`config.mk`:
```
export PLATFORM = sky130hd
export DESIGN_NAME = chia9bit_seq
export DESIGN_NICKNAME = d
export VERILOG_FILES = /design/src/rtl/chia9bit_seq.sv
export SDC_FILE = /design/constraint.sdc
export NUM_CORES = 1
export LEC_CHECK = 0
export CORE_ASPECT_RATIO = 0.6
export CORE_UTILIZATION = 55
export DETAILED_ROUTE_END_ITERATION = 10
export GPL_TIMING_DRIVEN = 0
export PLACE_DENSITY_LB_ADDON = 0.08
export SLEW_MARGIN = 20
export SYNTH_ARGS = -nofsm -noshare
export SYNTH_HDL_FRONTEND = slang
export SYNTH_SLANG_ARGS = --single-unit
```
`constraint.sdc`:
```
create_clock -name clk -period 5.19 [get_ports clk]
set_input_delay 0.519 -clock clk [delete_from_list [all_inputs] [get_ports clk]]
set_output_delay 0.519 -clock clk [all_outputs]
set_load 0.005 [all_outputs]
```
`src/rtl/chia9bit_seq.sv`:
```
// Sequential restoring divider: WN-bit dividend by WD-bit divisor, one quotient bit per clock.
// Optional divide-by-zero short cut and dz flag: define CHIA_DIV_ZERO_DETECT_EN.
module chia9bit_seq #(
  parameter int unsigned WN = 9,
  parameter int unsigned WD = 4
) (
  input  logic          clk,
  input  logic          rst_n,
  input  logic          start,
  input  logic [WN-1:0] dividend,
  input  logic [WD-1:0] divisor,
  output logic          busy,
  output logic          done,
  output logic [WN-1:0] q,
  output logic [WD-1:0] r
`ifdef CHIA_DIV_ZERO_DETECT_EN
  ,
  output logic          dz
`endif
);

  localparam int unsigned CW = $clog2(WN);

  typedef enum logic [1:0] {IDLE, RUN, FIN} state_t;

  state_t        state, state_d;
  logic [WN-1:0] sh, sh_d, q_d;
  logic [WD-1:0] pr, pr_d, dvs, dvs_d, r_d;
  logic [CW-1:0] cnt, cnt_d;
  logic          busy_d, done_d;
  logic [WD:0]   pr_sh;
  logic          ge;
  logic [WD-1:0] pr_nx;
  logic [WN-1:0] sh_nx;
  logic          accept;
`ifdef CHIA_DIV_ZERO_DETECT_EN
  logic          dz_d;
`endif

  // One restoring step: the WD+1-bit window absorbs the shifted-in bit, so the compare cannot overflow.
  always_comb begin
    pr_sh = {pr, sh[WN-1]};
    ge    = pr_sh >= {1'b0, dvs};
    pr_nx = ge ? WD'(pr_sh - {1'b0, dvs}) : pr_sh[WD-1:0];
    sh_nx = {sh[WN-2:0], ge};
  end

  assign accept = start && (state != RUN);

  // Next-state and next-output logic.
  always_comb begin
    state_d = state;
    sh_d    = sh;
    pr_d    = pr;
    dvs_d   = dvs;
    cnt_d   = cnt;
    q_d     = q;
    r_d     = r;
    busy_d  = busy;
    done_d  = 1'b0;
`ifdef CHIA_DIV_ZERO_DETECT_EN
    dz_d    = dz;
`endif
    case (state)
      RUN: begin
        pr_d  = pr_nx;
        sh_d  = sh_nx;
        cnt_d = cnt + CW'(1);
        if (cnt == CW'(WN - 1)) begin
          state_d = FIN;
          q_d     = sh_nx;
          r_d     = pr_nx;
          done_d  = 1'b1;
          busy_d  = 1'b0;
        end
      end
      FIN:     state_d = IDLE;
      default: state_d = IDLE;
    endcase

    // A start in IDLE or FIN launches a new operation; FIN's done drops on this edge.
    if (accept) begin
      dvs_d   = divisor;
      sh_d    = dividend;
      pr_d    = '0;
      cnt_d   = '0;
      busy_d  = 1'b1;
      state_d = RUN;
`ifdef CHIA_DIV_ZERO_DETECT_EN
      dz_d    = 1'b0;
      if (divisor == '0) begin
        state_d = FIN;
        busy_d  = 1'b0;
        done_d  = 1'b1;
        q_d     = '1;
        r_d     = '0;
        dz_d    = 1'b1;
      end
`endif
    end
  end

  // State and output registers.
  always_ff @(posedge clk or negedge rst_n) begin
    if (!rst_n) begin
      state <= IDLE;
      sh    <= '0;
      pr    <= '0;
      dvs   <= '0;
      cnt   <= '0;
      q     <= '0;
      r     <= '0;
      busy  <= 1'b0;
      done  <= 1'b0;
`ifdef CHIA_DIV_ZERO_DETECT_EN
      dz    <= 1'b0;
`endif
    end else begin
      state <= state_d;
      sh    <= sh_d;
      pr    <= pr_d;
      dvs   <= dvs_d;
      cnt   <= cnt_d;
      q     <= q_d;
      r     <= r_d;
      busy  <= busy_d;
      done  <= done_d;
`ifdef CHIA_DIV_ZERO_DETECT_EN
      dz    <= dz_d;
`endif
    end
  end

endmodule

```
==> impl_metrics.json, run 1 <==
{
  "hp-class": "primary input to asynchronous set/reset pin",
  "grt_pass1_wl_um": 7020,
  "power.density_mw_per_mm2": 699,
  "fin_area_sq_mm": 0.00232,
  "totalPowerFinal_mw": 1.62,
  "syn_nets": 203,
  "nets": 240,
  "yosysUniqueCellTypes": 35,
  "ir_drop_v": 0.000416,
  "ys_seq_elements": 38,
  "end_kind": "flop",
  "clk_latency_ps": 300,
  "place_congestion": 0.854,
  "cts_buffers": 5,
  "required_ps": 5350,
  "drtAntennaViolNets": 0,
  "setup-tns-final_ps": 0,
  "antenna_found_initial": 0,
  "maxCapViolations": 0,
  "report.final.slew_viol_count": 0,
  "diodes": 0,
  "io_pins": 31,
  "grt_max_degree": 21,
  "yosys_warnings": 0,
  "timing.fmax_mhz": 497,
  "layout_commonest_cell": "nand2_1",
  "clk_path_buf_depth": 2,
  "path_class": "flop to flop",
  "cts_resized": 0,
  "clk_pin_slew_ps": 80,
  "r2r_cells": 5,
  "cts.sinks": 38,
  "place_area_sq_mm": 0.00218,
  "routed_wl_um": 4230,
  "initial_core_util_pct": 60.4,
  "dr.pass1.iters": 4,
  "slew_headroom_pct": 66.4,
  "dieArea_sq_mm": 0.00354,
  "cts_hold_buf": 0,
  "rows": 15,
  "clock_skew_ps": 2.34,
  "worstSetupStartpoint": "pr[0]",
  "reg2reg_to": "pr[0]",
  "ys_seq_area_share_pct": 52.4,
  "timing.rr.start": "pr[0]",
  "grt_pass1_vias": 1490,
  "crit_fanout": 5,
  "hold_viol_final": 0,
  "fp.dieW_um": 76.1,
  "period_share_pct": 38.8,
  "wl_per_cell_um": 16.3,
  "num_vias": 1463,
  "grt_overflow": 0,
  "status": "complete, no violations",
  "leakagePower_nw": 1.09,
  "fp.dieH_um": 46.5,
  "final_cell_mix": "nand2_1 (44), dfrtp_1 (38), clkdlybuf4s50_1 (28)",
  "via_per_inst": 5.63,
  "nFillCells": 214,
  "core_area_sq_mm": 0.00300,
  "cts_tree": "done",
  "htree_num_levels": 2,
  "syn2layout_area_growth_pct": 28.0,
  "syn_inst": 180,
  "avgSynthCellArea_sq_um": 10.1,
  "setup_viol": 0,
  "netlist_area_sq_mm": 0.00181,
  "tightestPinTransition_ps": 505,
  "cp-start-kind": "flop",
  "arrival_ps": 2170,
  "drive_above_1_share_pct": 11.9,
  "io_buffers": 29,
  "rsz0062_at_grt": "false",
  "place_hpwl_um": 3040,
  "grt_use_total_pct": 27.1,
  "cts-root-buf": "clkbuf_8",
  "ff2ff_setup_slack_ps": 3180,
  "period_minus_slack_ps": 2010,
  "drtIter0Drc": 53,
  "drc_errors": 0,
  "post-cts-setup-buffers": 0
}
==> cell usage after synthesis, drive strengths merged <==
cell type | instances | area [sq um]
a211oi | 1 | 7.51
a21o | 1 | 7.51
a21oi | 3 | 15.0
a31oi | 2 | 12.5
and2 | 1 | 6.26
buf | 6 | 42.5
clkbuf | 3 | 11.3
dfrtp | 38 | 951
fa | 1 | 20.0
ha | 6 | 75.1
inv | 9 | 33.8
mux2 | 4 | 45.0
mux2i | 8 | 80.1
nand2 | 44 | 165
nand2b | 1 | 13.8
nand3 | 2 | 10.0
nand3b | 4 | 30.0
nand4 | 5 | 31.3
nor2 | 9 | 33.8
nor2b | 3 | 18.8
nor3 | 2 | 10.0
o211ai | 2 | 15.0
o21ai | 13 | 65.1
o311a | 1 | 11.3
o311ai | 2 | 25.0
o31a | 1 | 8.76
o31ai | 3 | 22.5
o41ai | 2 | 25.0
or2 | 1 | 6.26
or3 | 1 | 6.26
xor2 | 1 | 8.76
==> where the power goes <==
group / total (mW) / switching, mW / internal (mW)
Clock: 0.314 / 0.109 / 0.205
Combinational: 0.760 / 0.416 / 0.344
Sequential: 0.548 / 0.106 / 0.442
==> logic make-up after synthesis <==
family / after synthesis / synth area share [%]
adder cells (fa/ha/maj): 7 / 5.24
buffers and inverters: 18 / 4.83
multiplexers: 12 / 6.90
AO/OA/AOI/OAI: 31 / 11.9
XOR/XNOR: 1 / 0.483
AND/OR/NAND/NOR: 73 / 18.3
flip-flops: 38 / 52.4
==> sequential cells by signal (all words and copies together) (netlist names) <==
name   flops
q          9
sh         9
cnt        4
dvs        4
pr         4
r          4
state      2
busy       1
done       1
==> per-stage QoR <==
step                worst slack, ps  hold slack, ps  utilization [%]  cells
floorplan                      3520             223                -    180
global placement               2750             456             71.8    251
detailed placement             3220             463             72.6    252
CTS                            3200             183             77.3    260
global route                   3100             203             77.3    260
finish                         3180             176             77.3    260
==> worst max-delay path by stage <==
| stage | to | depth (start not counted) |
|---|---|---|
| after floorplan | pr[0] | 5 |
| after global placement | dvs[3] | 1 |
| after detailed placement | pr[0] | 5 |
| after CTS | pr[0] | 5 |
| after global routing | pr[0] | 5 |
| final | pr[0] | 5 |
==> area by class of cell <==
type | count | area, sq um | share of cell area [%]
Buffer | 9 | 53.8 | 2.32
Clock buffer | 6 | 82.6 | 3.56
Clock inverter | 2 | 60.1 | 2.59
Inverter | 9 | 33.8 | 1.45
Multi-Input combinational cell | 124 | 776 | 33.4
Sequential cell | 38 | 951 | 40.9
Tap cell | 42 | 52.6 | 2.26
Timing Repair Buffer | 30 | 313 | 13.5
==> critical path, cell delays in order, from the launching register on <==
cell and delay (ps):
dfrtp_1 460, ha_1 350, nor2b_1 180, o311a_2 410, nor2_1 310, o311ai_0 170
==> metal layers <==
| metal | vias to the layer above | GRT usage, % | share of wire (%) |
|---|---|---|---|
| met5 | - | 0 | 0 |
| met4 | 0 | 10.0 | 1.3 |
| met3 | 10 | 5.35 | 5.2 |
| met2 | 52 | 47.6 | 49 |
| met1 | 709 | 34.8 | 45 |
| li1 | 692 | - | - |
Note: power is estimated with default switching activity, not from simulation.
==> run 2, diff against run 1 <==
--- a/config.mk
+++ b/config.mk
@@ -6,7 +6,7 @@
 export NUM_CORES = 1
 export LEC_CHECK = 0
 export CORE_ASPECT_RATIO = 0.6
-export CORE_UTILIZATION = 55
+export CORE_UTILIZATION = 52
 export DETAILED_ROUTE_END_ITERATION = 10
 export GPL_TIMING_DRIVEN = 0
 export PLACE_DENSITY_LB_ADDON = 0.08
==> constraint.sdc (replaced) <==
create_clock -name clk -period 1.95 [get_ports clk]
set_input_delay 0.195 -clock clk [delete_from_list [all_inputs] [get_ports clk]]
set_output_delay 0.195 -clock clk [all_outputs]
set_load 0.005 [all_outputs]
==> run 2 against run 1 <==
Critical path depth fell by 1. Flip-flop and latch count is the same. Highest routed layer unchanged. First-iteration DRC count increased by 53%. Cell count is 1.5% higher. Via count fell by 1.3%. Worst setup slack got worse by 3100 ps. Design area increased by 1.1%. Register-to-register slack lost 3100 ps. Clock skew rose by 8.8 ps. Combinational power grew to 2.7 times the previous value.
==> impl_metrics.json, run 2 (synthesis results as in run 1) <==
{
  "leakagePower_nw": 1.09,
  "fin_util_pct": 71.5,
  "post-cts-setup-buffers": 0,
  "clk_path_buf_depth": 2,
  "required_ps": 2150,
  "drtAntennaViolNets": 0,
  "cp.depth": 4,
  "tightestPinTransition_ps": 474,
  "slew_headroom_pct": 68.4,
  "nets": 241,
  "period_minus_slack_ps": 1840,
  "fin_cells": 264,
  "placedCellCount": 255,
  "syn2layout_area_growth_pct": 29.4,
  "core_area_sq_mm": 0.00328,
  "rows": 16,
  "end_kind": "flop",
  "grt_pass1_wl_um": 6270,
  "reg2reg_to": "r[3]",
  "hold_viol_final": 0,
  "crit_slowest_cell": "dfrtp_1",
  "layout_commonest_cell": "nand2_1",
  "hp-class": "primary input to asynchronous set/reset pin",
  "cts_tree": "done",
  "holdWs_ps": 311,
  "antenna_found_initial": 0,
  "timing.fmax_mhz": 544,
  "path_class": "flop to flop",
  "io_pins": 31,
  "clk_latency_ps": 300,
  "ir_drop_v": 0.00103,
  "cts.sinks": 38,
  "io_buffers": 29,
  "period_share_pct": 94.3,
  "clk_pin_slew_ps": 80,
  "grt_use_total_pct": 23.5,
  "num_vias": 1444,
  "critical_path.top_delay_family": "compound AO/OA/AOI/OAI gates",
  "cts_buffers": 5,
  "timing.rr.start": "pr[0]",
  "drive_above_1_share_pct": 13.2,
  "maxCapViolations": 0,
  "place_congestion": 0.790,
  "grt_max_degree": 29,
  "dp_slack_ps": 18.4,
  "dieArea_sq_mm": 0.00374,
  "wl_per_cell_um": 14.9,
  "ff2ff_setup_slack_ps": 110,
  "grt_pass1_vias": 1328,
  "power.density_mw_per_mm2": 1840,
  "arrival_ps": 2040,
  "drc_errors": 0,
  "cts-root-buf": "clkbuf_8",
  "initial_core_util_pct": 55.3,
  "fp.dieH_um": 47.8,
  "final_cell_mix": "nand2_1 (44), dfrtp_1 (38), clkdlybuf4s50_1 (28)",
  "grt_overflow": 0,
  "cp-start-kind": "flop",
  "r2r_cells": 4,
  "crit_fanout": 5,
  "drtIter0Drc": 81,
  "htree_num_levels": 2,
  "report.final.slew_viol_count": 0,
  "finalWorstSetupSlack_ps": 111,
  "top_regs": "q: 9 flops, sh: 9 flops",
  "via_per_inst": 5.47,
  "place_hpwl_um": 2830,
  "diodes": 0,
  "clock_skew_ps": 11.2,
  "status": "complete, no violations",
  "crit_buf_inv": 0,
  "cp_slowest_stage_delay_ps": 450,
  "fp.dieW_um": 78.3,
  "path_cells": "ha_1 -> nor2b_2 -> o311a_2 -> o41ai_2",
  "setup_viol": 0,
  "dr.pass1.iters": 4,
  "routed_wl_um": 3940
}
## run 2: area by class of cell
| cell class | count | area, sq um |
|---|---|---|
| flip-flops and latches | 38 | 951 |
| fillers | 270 | 935 |
| plain buffers | 9 | 53.8 |
| multi-input cells | 124 | 801 |
| repair buffers | 31 | 315 |
| clock buffers | 5 | 68.8 |
| inverters | 9 | 33.8 |
| well taps | 45 | 56.3 |
| clock inverters | 3 | 68.8 |
## run 2: power breakdown
group | switching [mW] | leakage, nW | internal, mW | total (mW)
registers | 0.276 | 0.459 | 1.18 | 1.45
logic | 1.11 | 0.561 | 0.959 | 2.06
clock network | 0.299 | 0.0683 | 0.513 | 0.812
## run 2: worst max-delay path by stage
stage,start,to,slack (ps)
4_1_cts,pr[0],r[2],80
3_5_place_dp,pr[0],pr[0],20
5_1_grt,pr[0],pr[3],-10
6_report,pr[0],r[3],110
3_3_place_gp,rst_n,q[7],-170
2_1_floorplan,pr[0],pr[0],280
## run 2: metal layers
layer / wire [um] / track usage (%) / up-vias
met5: 0 / 0 / -
met2: 1830 / 39.3 / 36
met1: 1900 / 31.0 / 710
met3: 162 / 5.71 / 7
li1: - / - / 691
met4: 51 / 8.89 / 0
## run 2: timing repair
| item | CTS | global route |
|---|---|---|
| hold endpoints to repair | 10 | 0 |
| hold buffers | 1 | 0 |
| endpoints found under the setup margin | 1 | 2 |
| resized for setup | 1 | 4 |
## run 2: stage by stage
stage / total power [mW] / instance area, sq um / TNS (ps)
after floorplan: 2.70 / 1810 / 0
final: 4.33 / 2350 / 0
after global placement: 3.31 / 2160 / -6280
after global routing: 4.68 / 2350 / -9.91
after detailed placement: 3.41 / 2180 / 0
after CTS: 4.25 / 2330 / 0
==> run 3, diff against run 2 <==
==> constraint.sdc (replaced) <==
create_clock -name clk -period 1.85 [get_ports clk]
set_input_delay 0.185 -clock clk [delete_from_list [all_inputs] [get_ports clk]]
set_output_delay 0.185 -clock clk [all_outputs]
set_load 0.005 [all_outputs]
==> run 3 against run 2 <==
Critical path depth did not move. Maximum frequency grew 2.7%. Register-to-register slack got worse by 50 ps. Flip-flop and latch count unchanged. Clock skew up 0.73 ps. Total power rose by 8.7%. Non-clock buffer count is the same. Design area grew 1.1%. Clock power rose by 5.7%. Combinational power up 12%. Critical endpoint unchanged.
==> impl_metrics.json, run 3 (synthesis results as in run 1) <==
{
  "status": "complete, no violations",
  "p_sw_mw": 1.85,
  "initial_core_util_pct": 55.3,
  "setup_viol": 0,
  "path_cells": "ha_1 -> nor2b_2 -> o311a_4 -> o41ai_2",
  "clk_path_buf_depth": 2,
  "clk_latency_ps": 300,
  "rows": 16,
  "ir_drop_v": 0.00110,
  "place_area_sq_mm": 0.00218,
  "maxCapViolations": 0,
  "clk_pin_slew_ps": 80,
  "dieArea_sq_mm": 0.00374,
  "slew_headroom_pct": 69.0,
  "cts-root-buf": "clkbuf_8",
  "final_cell_mix": "nand2_1 (44), dfrtp_1 (38), clkdlybuf4s50_1 (28)",
  "layout_commonest_cell": "nand2_1",
  "fin_util_pct": 72.3,
  "required_ps": 2050,
  "io_pins": 31,
  "drtAntennaViolNets": 0,
  "cts_buffers": 5,
  "post-cts-setup-buffers": 0,
  "nFillCells": 264,
  "totalPowerFinal_mw": 4.71,
  "period_share_pct": 96.7,
  "leakagePower_nw": 1.10,
  "multi_input_area_sq_um": 827,
  "fin_area_sq_mm": 0.00237,
  "end_kind": "flop",
  "grt_pass1_wl_um": 6270,
  "grt_use_total_pct": 23.5,
  "holdWs_ps": 299,
  "tightestPinTransition_ps": 465,
  "p_clk_share_pct": 18.2,
  "p_int_mw": 2.85,
  "comb_power_share_pct": 49.2,
  "grt_pass1_vias": 1328,
  "crit_fanout": 5,
  "setup-tns-final_ps": 0,
  "cts_tree": "done",
  "dp_slack_ps": -81.6,
  "report.final.slew_viol_count": 0,
  "crit_buf_inv": 0,
  "grt_overflow": 0,
  "via_per_inst": 5.45,
  "hp-class": "primary input to asynchronous set/reset pin",
  "fp.dieW_um": 78.3,
  "place_congestion": 0.790,
  "finalWorstSetupSlack_ps": 60.3,
  "timing.fmax_mhz": 559,
  "num_vias": 1439,
  "path_class": "flop to flop",
  "cts.sinks": 38,
  "period_minus_slack_ps": 1790,
  "routed_wl_um": 4050,
  "antenna_found_initial": 0,
  "syn2layout_area_growth_pct": 30.9,
  "hold_viol_final": 0,
  "cp-start-kind": "flop",
  "drc_errors": 0,
  "placedCellCount": 255,
  "arrival_ps": 1990,
  "sw_frac_of_total_pct": 39.4,
  "drtIter0Drc": 68,
  "clock_skew_ps": 11.9,
  "io_buffers": 29,
  "drive_above_1_share_pct": 14.6,
  "fp.dieH_um": 47.8,
  "fin_cells": 264,
  "wl_per_cell_um": 15.3,
  "grt_max_degree": 29,
  "dr.pass1.iters": 4,
  "pwr-share-seq_pct": 32.6,
  "crit_slowest_cell": "dfrtp_1",
  "nets": 241,
  "cp_slowest_stage_delay_ps": 450,
  "place_hpwl_um": 2830,
  "diodes": 0,
  "seq_area_sq_um": 951,
  "htree_num_levels": 2,
  "core_area_sq_mm": 0.00328,
  "power.density_mw_per_mm2": 1980,
  "critical_path.top_delay_family": "compound AO/OA/AOI/OAI gates",
  "top_regs": "q: 9 flops, sh: 9 flops"
}
## run 3: cell counts in the layout (fill, tap and decap cells not counted)
Identical to the previous run, type by type.
## run 3: area by class of cell
cell class                 instances  area share [%]
clock buffer                       5            2.90
buffer                             9            2.27
multi-input combinational        124            34.8
timing repair buffer              31            13.3
tap                               45            2.37
clock inverter                     3            2.90
inverter                           9            1.42
sequential                        38            40.0
## run 3: worst paths after layout
check / depth (start not counted) / end / slack (ps) / start
worst max register to register: 4 / r[3] / 60 / pr[0]
worst max-delay path: 4 / r[3] / 60 / pr[0]
max in group asynchronous: 3 / q[5] / 1110 / rst_n
min in group clk: 3 / sh[7] / 360 / start
worst min-delay path: 2 / q[2] / 300 / rst_n
worst min register to register: 2 / q[5] / 480 / q[5]
## run 3: what timing repair did
action,4_1_cts,5_1_grt
pin swaps,0,1
resized for setup,3,7
setup endpoints to repair,6,6
hold buffers,1,0
hold endpoints to repair,10,0
## run 3: metal layers
| layer | track usage (%) | vias to the layer above | routed length, um |
|---|---|---|---|
| met5 | 0 | - | 0 |
| met4 | 8.89 | 0 | 36 |
| met3 | 5.71 | 4 | 251 |
| met2 | 39.3 | 45 | 1920 |
| met1 | 31.0 | 697 | 1840 |
| li1 | - | 693 | - |
## run 3: power groups by stage
stage,Combinational (mW),Sequential (mW),Clock (mW)
5_1_grt,2.59,1.59,0.896
3_5_place_dp,2.05,1.54,0
6_report,2.31,1.53,0.858
4_1_cts,2.11,1.53,0.866
3_3_place_gp,1.97,1.51,0
2_1_floorplan,1.37,1.48,0
